## src/rtl/fetch_2.sv

```systemverilog
// Second fetch stage: issues instruction-memory requests, pairs in-order responses with their PC
// and queues them for decode. Optional build macro FETCH_2_MISALIGN_CHECK_EN traps misaligned PCs.
module fetch_2 #(
  parameter int FIFO_DEPTH      = 4,
  parameter int MAX_OUTSTANDING = 2,
  parameter int PHY_ADDR_SIZE   = 32
) (
  input  logic                     clk_i,
  input  logic                     rst_ni,
  input  logic                     flush_i,
  input  logic                     pc_valid_i,
  input  logic [PHY_ADDR_SIZE-1:0] pc_i,
  output logic                     pc_ready_o,
  output logic                     imem_req_o,
  output logic [PHY_ADDR_SIZE-1:0] imem_addr_o,
  input  logic                     imem_gnt_i,
  input  logic                     imem_rvalid_i,
  input  logic [31:0]              imem_rdata_i,
  input  logic                     imem_err_i,
  output logic                     instr_valid_o,
  output logic [31:0]              instr_o,
  output logic [PHY_ADDR_SIZE-1:0] instr_pc_o,
  output logic                     instr_fault_o,
  input  logic                     instr_ready_i
);

  localparam int QAW = $clog2(FIFO_DEPTH);
  localparam int QCW = QAW + 1;
  localparam int OAW = (MAX_OUTSTANDING > 1) ? $clog2(MAX_OUTSTANDING) : 1;
  localparam int OCW = $clog2(MAX_OUTSTANDING + 1);
  localparam int UW  = QCW + 1;

  typedef enum logic {RUN = 1'b0, DRAIN = 1'b1} state_t;

  state_t                   state_q, state_d;
  logic [OCW-1:0]           discard_q, discard_d;

  logic                     req_vld_p0;
  logic                     req_mis_p0;
  logic [PHY_ADDR_SIZE-1:0] req_pc_p0;

  logic [PHY_ADDR_SIZE-1:0] opc_mem [MAX_OUTSTANDING];
  logic [OAW-1:0]           owr_ptr, ord_ptr;
  logic [OCW-1:0]           out_cnt;

  logic [31:0]              iq_instr [FIFO_DEPTH];
  logic [PHY_ADDR_SIZE-1:0] iq_pc    [FIFO_DEPTH];
  logic                     iq_fault [FIFO_DEPTH];
  logic [QAW-1:0]           iq_wr, iq_rd;
  logic [QCW-1:0]           iq_cnt;

  logic                     run, gnt, rsp, mis_pc, mis_fire, req_fire, accept;
  logic                     opush, opop, ipush, ipop;
  logic [UW-1:0]            used;
  logic [OCW-1:0]           out_after;
  logic [31:0]              push_instr;
  logic [PHY_ADDR_SIZE-1:0] push_pc;
  logic                     push_fault;

  function automatic logic [OAW-1:0] oinc(input logic [OAW-1:0] p);
    return (p == OAW'(MAX_OUTSTANDING - 1)) ? '0 : p + 1'b1;
  endfunction

  always_comb begin
    run         = (state_q == RUN);
    imem_req_o  = run && req_vld_p0 && !req_mis_p0;
    imem_addr_o = imem_req_o ? req_pc_p0 : '0;
    gnt         = imem_req_o && imem_gnt_i;
    rsp         = run && imem_rvalid_i;
`ifdef FETCH_2_MISALIGN_CHECK_EN
    mis_pc      = |pc_i[1:0];
    // A trapped PC waits for older requests to return so it lands in program order.
    mis_fire    = run && req_vld_p0 && req_mis_p0 && (out_cnt == '0);
`else
    mis_pc      = 1'b0;
    mis_fire    = 1'b0;
`endif
    req_fire    = gnt || mis_fire;
    used        = UW'(req_vld_p0) + UW'(out_cnt) + UW'(iq_cnt);
    out_after   = out_cnt + OCW'(gnt) - OCW'(rsp);
    // Same-cycle pops are ignored, so every accepted PC already owns a queue slot.
    pc_ready_o  = run && !flush_i && (!req_vld_p0 || req_fire)
                  && (used < UW'(FIFO_DEPTH)) && (out_after < OCW'(MAX_OUTSTANDING));
    accept      = pc_valid_i && pc_ready_o;

    instr_valid_o = (iq_cnt != '0);
    opush       = gnt && !flush_i;
    opop        = rsp && !flush_i;
    ipush       = (rsp || mis_fire) && !flush_i;
    ipop        = instr_valid_o && instr_ready_i && !flush_i;

    push_fault  = rsp ? imem_err_i : 1'b1;
    push_instr  = (rsp && !imem_err_i) ? imem_rdata_i : '0;
    push_pc     = rsp ? opc_mem[ord_ptr] : req_pc_p0;

    instr_o       = instr_valid_o ? iq_instr[iq_rd] : '0;
    instr_pc_o    = instr_valid_o ? iq_pc[iq_rd]    : '0;
    instr_fault_o = instr_valid_o && iq_fault[iq_rd];
  end

  always_comb begin
    state_d   = state_q;
    discard_d = discard_q;
    case (state_q)
      RUN: begin
        if (flush_i) begin
          discard_d = out_after;
          state_d   = (out_after != '0) ? DRAIN : RUN;
        end
      end
      DRAIN: begin
        if (imem_rvalid_i) begin
          discard_d = discard_q - 1'b1;
          if (discard_q == OCW'(1)) state_d = RUN;
        end
      end
      default: state_d = RUN;
    endcase
  end

  // p0: request register, outstanding PC queue and instruction queue control
  always_ff @(posedge clk_i or negedge rst_ni) begin
    if (!rst_ni) begin
      state_q    <= RUN;
      discard_q  <= '0;
      req_vld_p0 <= 1'b0;
      req_mis_p0 <= 1'b0;
      owr_ptr    <= '0;
      ord_ptr    <= '0;
      out_cnt    <= '0;
      iq_wr      <= '0;
      iq_rd      <= '0;
      iq_cnt     <= '0;
    end else begin
      state_q   <= state_d;
      discard_q <= discard_d;
      if (flush_i) begin
        req_vld_p0 <= 1'b0;
        req_mis_p0 <= 1'b0;
        owr_ptr    <= '0;
        ord_ptr    <= '0;
        out_cnt    <= '0;
        iq_wr      <= '0;
        iq_rd      <= '0;
        iq_cnt     <= '0;
      end else begin
        if (accept) begin
          req_vld_p0 <= 1'b1;
          req_mis_p0 <= mis_pc;
        end else if (req_fire) begin
          req_vld_p0 <= 1'b0;
        end
        if (opush) owr_ptr <= oinc(owr_ptr);
        if (opop)  ord_ptr <= oinc(ord_ptr);
        out_cnt <= out_cnt + OCW'(opush) - OCW'(opop);
        if (ipush) iq_wr <= iq_wr + 1'b1;
        if (ipop)  iq_rd <= iq_rd + 1'b1;
        iq_cnt <= iq_cnt + QCW'(ipush) - QCW'(ipop);
      end
    end
  end

  // p0: datapath storage, validity tracked by the control above
  always_ff @(posedge clk_i) begin
    if (accept) req_pc_p0 <= pc_i;
    if (opush)  opc_mem[owr_ptr] <= req_pc_p0;
    if (ipush) begin
      iq_instr[iq_wr] <= push_instr;
      iq_pc[iq_wr]    <= push_pc;
      iq_fault[iq_wr] <= push_fault;
    end
  end

endmodule
```

## config.mk

```make
export PLATFORM = sky130hd
export DESIGN_NAME = fetch_2
export DESIGN_NICKNAME = d
export VERILOG_FILES = /design/src/rtl/fetch_2.sv
export SDC_FILE = /design/constraint.sdc
export NUM_CORES = 1
export LEC_CHECK = 0
export ABC_AREA = 1
export CAP_MARGIN = 25
export CORE_UTILIZATION = 30
export DETAILED_ROUTE_END_ITERATION = 16
export SYNTH_ARGS = -nofsm -noshare
export SYNTH_HDL_FRONTEND = slang
export SYNTH_SLANG_ARGS = --single-unit
```

## constraint.sdc

```tcl
create_clock -name clk_i -period 9.16 [get_ports clk_i]
set_clock_uncertainty 0.2 [all_clocks]
set_input_delay 2.748 -clock clk_i [delete_from_list [all_inputs] [get_ports clk_i]]
set_output_delay 2.748 -clock clk_i [all_outputs]
set_load 0.02 [all_outputs]
```

==> flow_summary.yaml, run 1 <==
run:
  drv_cap: 0
power:
  power_leakage_nw: 6.55
  peakVddDrop_uv: 137
  powerDensity_mw_per_mm2: 288
worst_setup_path:
  critPathKind: "in -> out"
  end_kind: "output port"
  cp_slowest_cell: "clkdlybuf4s50_1"
  cpPeakStageDelay_ps: 590
  crit_chain: "clkdlybuf4s50_1, inv_1, nor2_1, inv_1, ha_1, inv_1, ha_1, inv_1, nand2_1, nand2_1, nand2_1, nand2_1, and2_1, clkdlybuf4s50_1"
  arrival_ps: 5130
  ff2ff_path_depth: 14
  r2r_end: "iq_cnt[2]$_DFF_PN0_"
  r2r_slack_ps: 5390
  worstPathMaxFanout: 3
  r2r-start: "iq_cnt[1]$_DFF_PN0_"
  crit_required_ps: 6210
  start_kind: "input port"
die:
  die_h_um: 227
  dieArea_mm2: 0.0515
  start_util_pct: 30.4
  die_w_um: 227
  num_rows: 82
  io_pins: 172
  core-area_mm2: 0.0500
timing:
  tightest_slew_ps: 1010
  fmax_ghz: 0.124
  setup_violations: 0
  period_minus_slack_ps: 8080
  setup_slack_ps: 1080
  hold_viol_final: 0
  relSlewSlack_pct: 32.6
  finalCritPeriodShare_pct: 88.2
  hold_ws_ps: 268
  setup_tns_ps: 0
  finalMaxSlewViolations: 0
  rsz0062_at_grt: "false"
min_path:
  min_path_cells: 0
  hold_class: "reg -> reg"
  hold-path-endpoint: "opc_mem[0][27]$_DFFE_PP_"
  min-delay-start: "req_pc_p0[27]$_DFFE_PP_"
logic_synthesis:
  synth_ff_type: "edfxtp_1"
  yosysSeqAreaShare_pct: 73.0
  syn-instance-count: 1245
  syn-num-nets: 1331
  avgSynthCellArea_um2: 12.2
  synthArstFlopShare_pct: 4.04
  yosysUniqueCellTypes: 32
  yosysWarnings: 0
  synth_edf_count: 356
  ys_ff_latch: 371
  syn-cell-area_mm2: 0.0152
finish:
  final_cell_mix: "edfxtp_1, nor2_1, clkdlybuf4s50_1"
  drive_above_1_share_pct: 8.25
  diodes: 0
  syn2layout_area_growth_pct: 24.7
  fin_nets: 1496
  final_common_cell: "edfxtp_1"
clock_network:
  post-cts-setup-buffers: 0
  cts_tree: "built"
  worstSkewPairLatency_ps: 550
  cts_root_buf: "clkbuf_16"
  cts_inserted_buffers: 42
  clkSlewWorstSetupHoldPaths_ps: 60
  cts_resized: 0
  htreeDepth: 2
  cts_buffer_depth: 3
  postCtsHoldBufs: 0
  clock-sinks: 371
global_routing:
  grt_usage_pct: 14.1
  grt_pass1_vias: 9358
  globalRouteOverflowTotal: 0
  antenna_found_initial: 0
  grt_max_degree: 79
  grt_pass1_wl_um: 54300
drt:
  ant_nets: 0
  avgRoutedWirePerCell_um: 17.0
  viasPerCell: 4.54
  vias: 9591
  drc: 0
  firstDrtPassIters: 5
  wl_um: 36000
  drt_iter0_drc: 500
placed_design:
  dp_hpwl_um: 21400
  numPortBuffers: 171
  finalWeightedCongestion: 0.771
  place_ws_ps: 1100
status:
  status: "completed"
[flip-flops by register name, summed over array words and instances (netlist names), 2 cells and up]
signal	cells
iq_wr	2
out_cnt	2
iq_instr	128
opc_mem	64
iq_fault	4
iq_rd	2
req_pc_p0	32
iq_pc	128
iq_cnt	3
discard_q	2
[how the worst max path moves through the flow]
stage	start	endpoint
6_report	imem_gnt_i	pc_ready_o
5_1_grt	imem_gnt_i	pc_ready_o
4_1_cts	imem_gnt_i	pc_ready_o
3_5_place_dp	imem_gnt_i	pc_ready_o
3_3_place_gp	imem_gnt_i	pc_ready_o
2_1_floorplan	imem_rvalid_i	pc_ready_o
[Yosys cell counts, drive strengths merged, types with 13 or more instances]
master / n / area share, %
clkbuf: 28 / 0.76
o21ai: 170 / 5.6
nand2: 30 / 0.79
buf: 43 / 2.0
inv: 98 / 2.4
dfrtp: 15 / 2.5
a21oi: 70 / 2.3
nor2: 378 / 10
ha: 13 / 1.1
edfxtp: 356 / 70
o22ai: 33 / 1.4
[where the power goes]
group / total, W / switching, W / internal (W)
registers: 0.00208 / 0.0000566 / 0.00202
logic: 0.00178 / 0.00114 / 0.000637
clock network: 0.00160 / 0.000654 / 0.000946
total: 0.00546 / 0.00185 / 0.00361
[final cells by class]
class	instances	area, um^2
inverters	99	378
multi-input cells	704	3360
clock inverters	21	191
well taps	672	841
flip-flops and latches	371	11100
clock buffers	55	1120
fillers	4786	31000
repair buffers	192	1950
[stage by stage]
stage / util [%] / std cells / instance area [um^2] / power [W]
floorplan: - / 1245 / 15200 / 0.00314
global placement: 35.0 / 2032 / 17500 / 0.00390
detailed placement: 35.2 / 2036 / 17600 / 0.00393
CTS: 37.8 / 2112 / 18900 / 0.00555
global route: 37.9 / 2114 / 18900 / 0.00576
finish: 37.9 / 2114 / 18900 / 0.00546
[worst max-delay path: cells and delay by family]
family	cells	cell delay (ps)
buffers and inverters	6	1310
AND/OR/NAND/NOR	6	580
adder cells (fa/ha/maj)	2	480
[kinds of logic (layout without fill, tap and decap cells)]
kind of cell             Yosys count  count (layout)  share of synthesized area [%]
AND/OR/NAND/NOR                  414             414                           11.2
adder cells (fa/ha/maj)           14              14                           1.20
buffers and inverters            170             367                           5.21
XOR/XNOR                           2               2                          0.116
AO/OA/AOI/OAI                    274             274                           9.33
flip-flops                       371             371                           73.0
[routing by layer]
layer	up-vias	part of all wire (%)	GRT usage (%)	wire [um]
met5	-	0	0	0
met4	0	2.6	5.47	919
met3	51	4.3	2.46	1530
met2	208	48	23.4	17400
met1	4706	45	18.1	16100
li1	4626	-	-	-
(Power assumes the default switching activity.)
==> run 2: changes to the inputs <==
Settings changed: ABC_AREA 1 to unset, CORE_UTILIZATION 30 to 60, PLACE_DENSITY set to 0.85.
==> flow_summary.yaml, run 2 <==
drt:
  firstDrtPassIters: 5
  vias: 7361
  drt_iter0_drc: 485
  wl_um: 26400
  viasPerCell: 5.64
  ant_nets: 0
  drc: 0
  avgRoutedWirePerCell_um: 20.3
clock_network:
  htreeDepth: 2
  worstSkewPairLatency_ps: 510
  clkSlewWorstSetupHoldPaths_ps: 60
  cts_tree: "built"
  cts_resized: 0
  cts_buffer_depth: 3
  cts_root_buf: "clkbuf_16"
  clock-sinks: 371
  post-cts-setup-buffers: 0
  cts_inserted_buffers: 36
  postCtsHoldBufs: 0
logic_synthesis:
  synth_most_common_cell: "edfxtp_1"
  synth_edf_count: 356
  yosysSeqAreaShare_pct: 75.1
  netlist_top_cells_count: "edfxtp_1, and2_1, mux4_2"
  ys_top_cells_by_area: "edfxtp_1, mux4_2, and2_1"
  syn-cell-area_mm2: 0.0147
  synth_ff_type: "edfxtp_1"
  ys_ff_latch: 371
  synthArstFlopShare_pct: 4.04
  synth_top_area_cell: "edfxtp_1"
  avgSynthCellArea_um2: 18.7
  syn-instance-count: 788
  yosysWarnings: 0
  yosysUniqueCellTypes: 31
  syn-num-nets: 874
  yosysTopAreaCellShare_pct: 72.5
die:
  die_h_um: 159
  io_pins: 172
  num_rows: 56
  die_w_um: 159
  start_util_pct: 62.0
  dieArea_mm2: 0.0252
  core-area_mm2: 0.0238
power:
  powerDensity_mw_per_mm2: 266
  power_leakage_nw: 5.92
  peakVddDrop_uv: 213
  finalPower_w: 0.00475
timing:
  hold_viol_final: 0
  finalMaxSlewViolations: 0
  hold_ws_ps: 301
  period_minus_slack_ps: 8180
  rsz0062_at_grt: "false"
  fmax_ghz: 0.122
  tightest_slew_ps: 1010
  finalCritPeriodShare_pct: 89.3
  setup_violations: 0
  setup_tns_ps: 0
  relSlewSlack_pct: 32.9
global_routing:
  globalRouteOverflowTotal: 0
  grt_usage_pct: 21.6
  grt_pass1_wl_um: 41700
  antenna_found_initial: 0
  grt_max_degree: 69
  grt_pass1_vias: 7635
min_path:
  min-delay-start: "req_pc_p0[9]$_DFFE_PP_"
  hold_class: "reg -> reg"
finish:
  fin_nets: 1048
  top_regs: "iq_instr x128, iq_pc x128, opc_mem x64"
  drive_above_1_share_pct: 14.2
  finalInstanceArea_mm2: 0.0179
  final_common_cell: "edfxtp_1"
  final_cell_mix: "edfxtp_1, clkdlybuf4s50_1, and2_1"
  syn2layout_area_growth_pct: 21.2
  diodes: 0
worst_setup_path:
  r2r-start: "state_q$_DFF_PN0_"
  end_kind: "output port"
  start_kind: "input port"
  r2r_slack_ps: 6150
  worstPathMaxFanout: 4
  critPathKind: "in -> out"
  arrival_ps: 5230
  crit_required_ps: 6210
  startpoint: "imem_rvalid_i"
placed_design:
  finalWeightedCongestion: 0.751
  numPortBuffers: 171
  dpl_cell_area_mm2: 0.0168
  dp_hpwl_um: 14900
status:
  status: "completed"
run:
  drv_cap: 0
==> run 2: cell count changes after synthesis, sizes merged, moves of 33 or more <==
cell   change
nor2     -364
o21ai    -135
and2     +132
inv       -85
a21oi     -66
mux4      +65
mux2i     +33
o22ai     -33
==> run 2: area by class of cell <==
class | instances | area (um^2)
repair buffers | 178 | 1790
fillers | 1315 | 5890
flip-flops and latches | 371 | 11100
clock buffers | 40 | 937
multi-input cells | 362 | 3470
inverters | 13 | 48.8
well taps | 319 | 399
clock inverters | 22 | 140
==> run 2: logic make-up after synthesis <==
family	count (synthesis)	synth area share, %
AOI/OAI and AO/OA	43	1.69
xor gates and xnor gates	11	0.756
adders and majority gates	14	1.24
buffers and inverters	55	1.60
DFF	371	75.1
muxes	98	12.2
and+or+nand+nor	196	7.46
==> run 2: report_power, final <==
part / switching, W / internal [W]
clock: 0.000583 / 0.000766
combinational: 0.000642 / 0.000619
sequential: 0.000119 / 0.00202
total: 0.00134 / 0.00341
==> run 2: metrics by stage <==
stage / instances / setup slack (ps) / util [%]
after global placement: 1241 / 1030 / 70.5
after global routing: 1305 / 877 / 75.2
final: 1305 / 981 / 75.2
after detailed placement: 1242 / 972 / 70.6
after CTS: 1304 / 967 / 75.1
after floorplan: 788 / 1820 / -
==> run 2: routing by layer <==
metal  up-vias  global-route usage (%)  part of all wire [%]
met5         -                       0                     0
met4         0                    6.44                   1.6
met3        31                    4.00                   6.5
met2       279                    35.1                    49
met1      3698                    30.0                    43
li1       3353                       -                     -
==> run 2: worst paths after layout <==
check                                           end  depth (start not counted)
setup / recovery                         pc_ready_o                          9
hold / removal              opc_mem[0][9]$_DFFE_PP_                          0
setup reg to reg            req_pc_p0[10]$_DFFE_PP_                         10
hold reg to reg             opc_mem[0][9]$_DFFE_PP_                          0
max in group asynchronous      iq_rd[0]$_DFFE_PN0P_                          1
min in group asynchronous  discard_q[0]$_DFFE_PN0P_                          1
==> run 2: worst max-delay path, stage by stage <==
cell	delay (ps)
clkdlybuf4s50_1	570
nand2b_2	90
inv_1	150
ha_1	260
inv_1	70
ha_1	140
xor3_1	280
a2111oi_4	250
clkdlybuf4s50_1	670
==> RTL change (config.mk and constraints of run 1) <==
The parameter `FIFO_DEPTH` goes from 4 to 8.
--- a/src/rtl/fetch_2.sv
+++ b/src/rtl/fetch_2.sv
@@ -1,7 +1,7 @@
 // Second fetch stage: issues instruction-memory requests, pairs in-order responses with their PC
 // and queues them for decode. Optional build macro FETCH_2_MISALIGN_CHECK_EN traps misaligned PCs.
 module fetch_2 #(
-  parameter int FIFO_DEPTH      = 4,
+  parameter int FIFO_DEPTH      = 8,
   parameter int MAX_OUTSTANDING = 2,
   parameter int PHY_ADDR_SIZE   = 32
 ) (
Function: changed (Yosys sat finds a counterexample within 4 cycles, from zero or initial values and one cycle with rst_ni low).
==> RTL change against run 1 <==
Synthesized cell count increased by 64%. Area after synthesis increased by 68%. Via count increased by 69%. Worst hold slack improved by 0.0025 ns. Largest power group unchanged. Die area increased by 68%. Final cell count increased by 60%. Sequential cell count increased by 263. Largest cell class unchanged. Setup slack got worse by 0.21 ns. Wire length increased by 76%. Total power increased by 54%. First-iteration DRC count increased by 120%. Design area increased by 62%.
==> RTL change: results (changes against run 1) <==
# port buffers=171 (unchanged); list of most frequent post-synthesis cells=edfxtp_1, nor2_1, o21ai_0; hpwl dp=35700 um (+67%); EDFF count, synth=616 (+73%); Mapped Nets=2133 (+60%); total CTS buffers=70 (+67%); Async SR Flop Fraction=2.84% (-1.2 points); HP Class=flop to flop; distinct cell type count after synthesis=30 (-6.3%); leak pwr=10.5 nW (+61%); number of synthesized register bits=634 (+71%); TNS Setup=0 ns (unchanged); detailed-route vias per instance=4.79 (+5.5%); Synth Area in XOR/XNOR=0.103% (-0.013 points); synth top area cells=edfxtp_1, nor2_1, o21ai_0; fraction of layout cells with a size suffix above 1=6.78% (-1.5 points); vias in the first global route=16.3k (+75%); Placed Instances=3254 (+60%); register area share after synthesis=74.2% (+1.2 points); # nets final=2280 (+52%); Worst-path clk slew=~0.050 ns; first-pass GRT wire length=96400 um (+78%); CTS root buf=clkbuf_16; Peak VDD IR=0.000184 V (+34%); H-tree Lvls=3 (+1); GRT Total Usage=14.6% (+0.58 points); top flop regs=iq_instr (256), iq_pc (256), opc_mem (64); multiplexer area fraction after synthesis=0.0441% (+0.044 points); syn avg cell area=12.5 um^2 (+2.5%); status=finished, final reports clean; DR WL/cell=18.8 um (+10%); clock buffer depth=3 (unchanged); Slew headroom=30.3% (-2.3 points); Critical Path AT=5.34 ns (+0.21 ns); pre-CTS setup slack=0.878 ns (-0.219 ns); synth warn=0 (unchanged); clk_lat worst skew=0.60 ns (+0.05 ns); RD Place Congestion=0.757 (-1.9%); post-synthesis adder-cell area fraction=0.813% (-0.39 points); Post-Layout Cell Count=3377 (+60%); Synth Area in Compound Gates=10.4% (+1.1 points); DRT iter0 DRCs=1090 (+120%); largest net degree at the start of global routing=138 (+75%)
RTL change: through the flow:
stage | util (%) | area (um^2)
floorplan | - | 25500
global placement | 33.7 | 28300
detailed placement | 33.8 | 28400
CTS | 36.5 | 30600
global route | 36.5 | 30600
finish | 36.5 | 30600
RTL change: worst paths after layout:
| kind | slack (ns) | cells after the start | startpoint | end |
|---|---|---|---|---|
| hold / removal | 0.27 | 0 | req_pc_p0[15]$_DFFE_PP_ | opc_mem[1][15]$_DFFE_PP_ |
| setup / recovery | 0.87 | 16 | imem_gnt_i | pc_ready_o |
| min in group asynchronous | 2.46 | 1 | rst_ni | req_vld_p0$_DFFE_PN0P_ |
| hold reg to reg | 0.27 | 0 | req_pc_p0[15]$_DFFE_PP_ | opc_mem[1][15]$_DFFE_PP_ |
| setup reg to reg | 5.41 | 17 | state_q$_DFF_PN0_ | req_pc_p0[9]$_DFFE_PP_ |
| max in group asynchronous | 5.63 | 1 | rst_ni | iq_rd[1]$_DFFE_PN0P_ |
RTL change: cell type report:
cell class                 instances  area (um^2)
tap                             1134         1420
inverter                         102          390
timing repair buffer             203         2010
clock buffer                      87         1860
sequential                       634        19000
multi-input combinational       1181         5590
fill                            7977        53300
clock inverter                    36          418
RTL change: logic make-up after synthesis:
| logic type | after synthesis |
|---|---|
| simple gates | 686 |
| buf+inv | 230 |
| flops | 634 |
| xor+xnor | 3 |
| mux | 1 |
| compound gates | 475 |
| fa+ha+maj | 16 |
RTL change: power by group:
part	internal, W	switching, W	leakage (nW)	total, W
Combinational	0.000736	0.00147	3.53	0.00221
Sequential	0.00332	0.0000679	5.90	0.00339
Clock	0.00167	0.00111	1.09	0.00279
Total	0.00573	0.00265	10.5	0.00838
RTL change: critical path, stage by stage:
cell             delay (ns)
clkdlybuf4s50_1        0.49
inv_1                  0.04
nor2_1                 0.17
inv_1                  0.14
ha_1                   0.30
inv_1                  0.04
ha_1                   0.18
inv_1                  0.06
nand2_1                0.07
nand2_1                0.08
nand2_1                0.05
nand2_1                0.07
nand2_1                0.06
nor2_1                 0.10
and2_1                 0.13
clkdlybuf4s50_1        0.61
RTL change: layer usage:
layer	wire length, um	track usage [%]	vias up
met4	1610	5.39	0
met2	31100	24.9	417
met1	27900	19.0	8069
met5	0	0	-
li1	-	-	7571
met3	2870	2.06	107
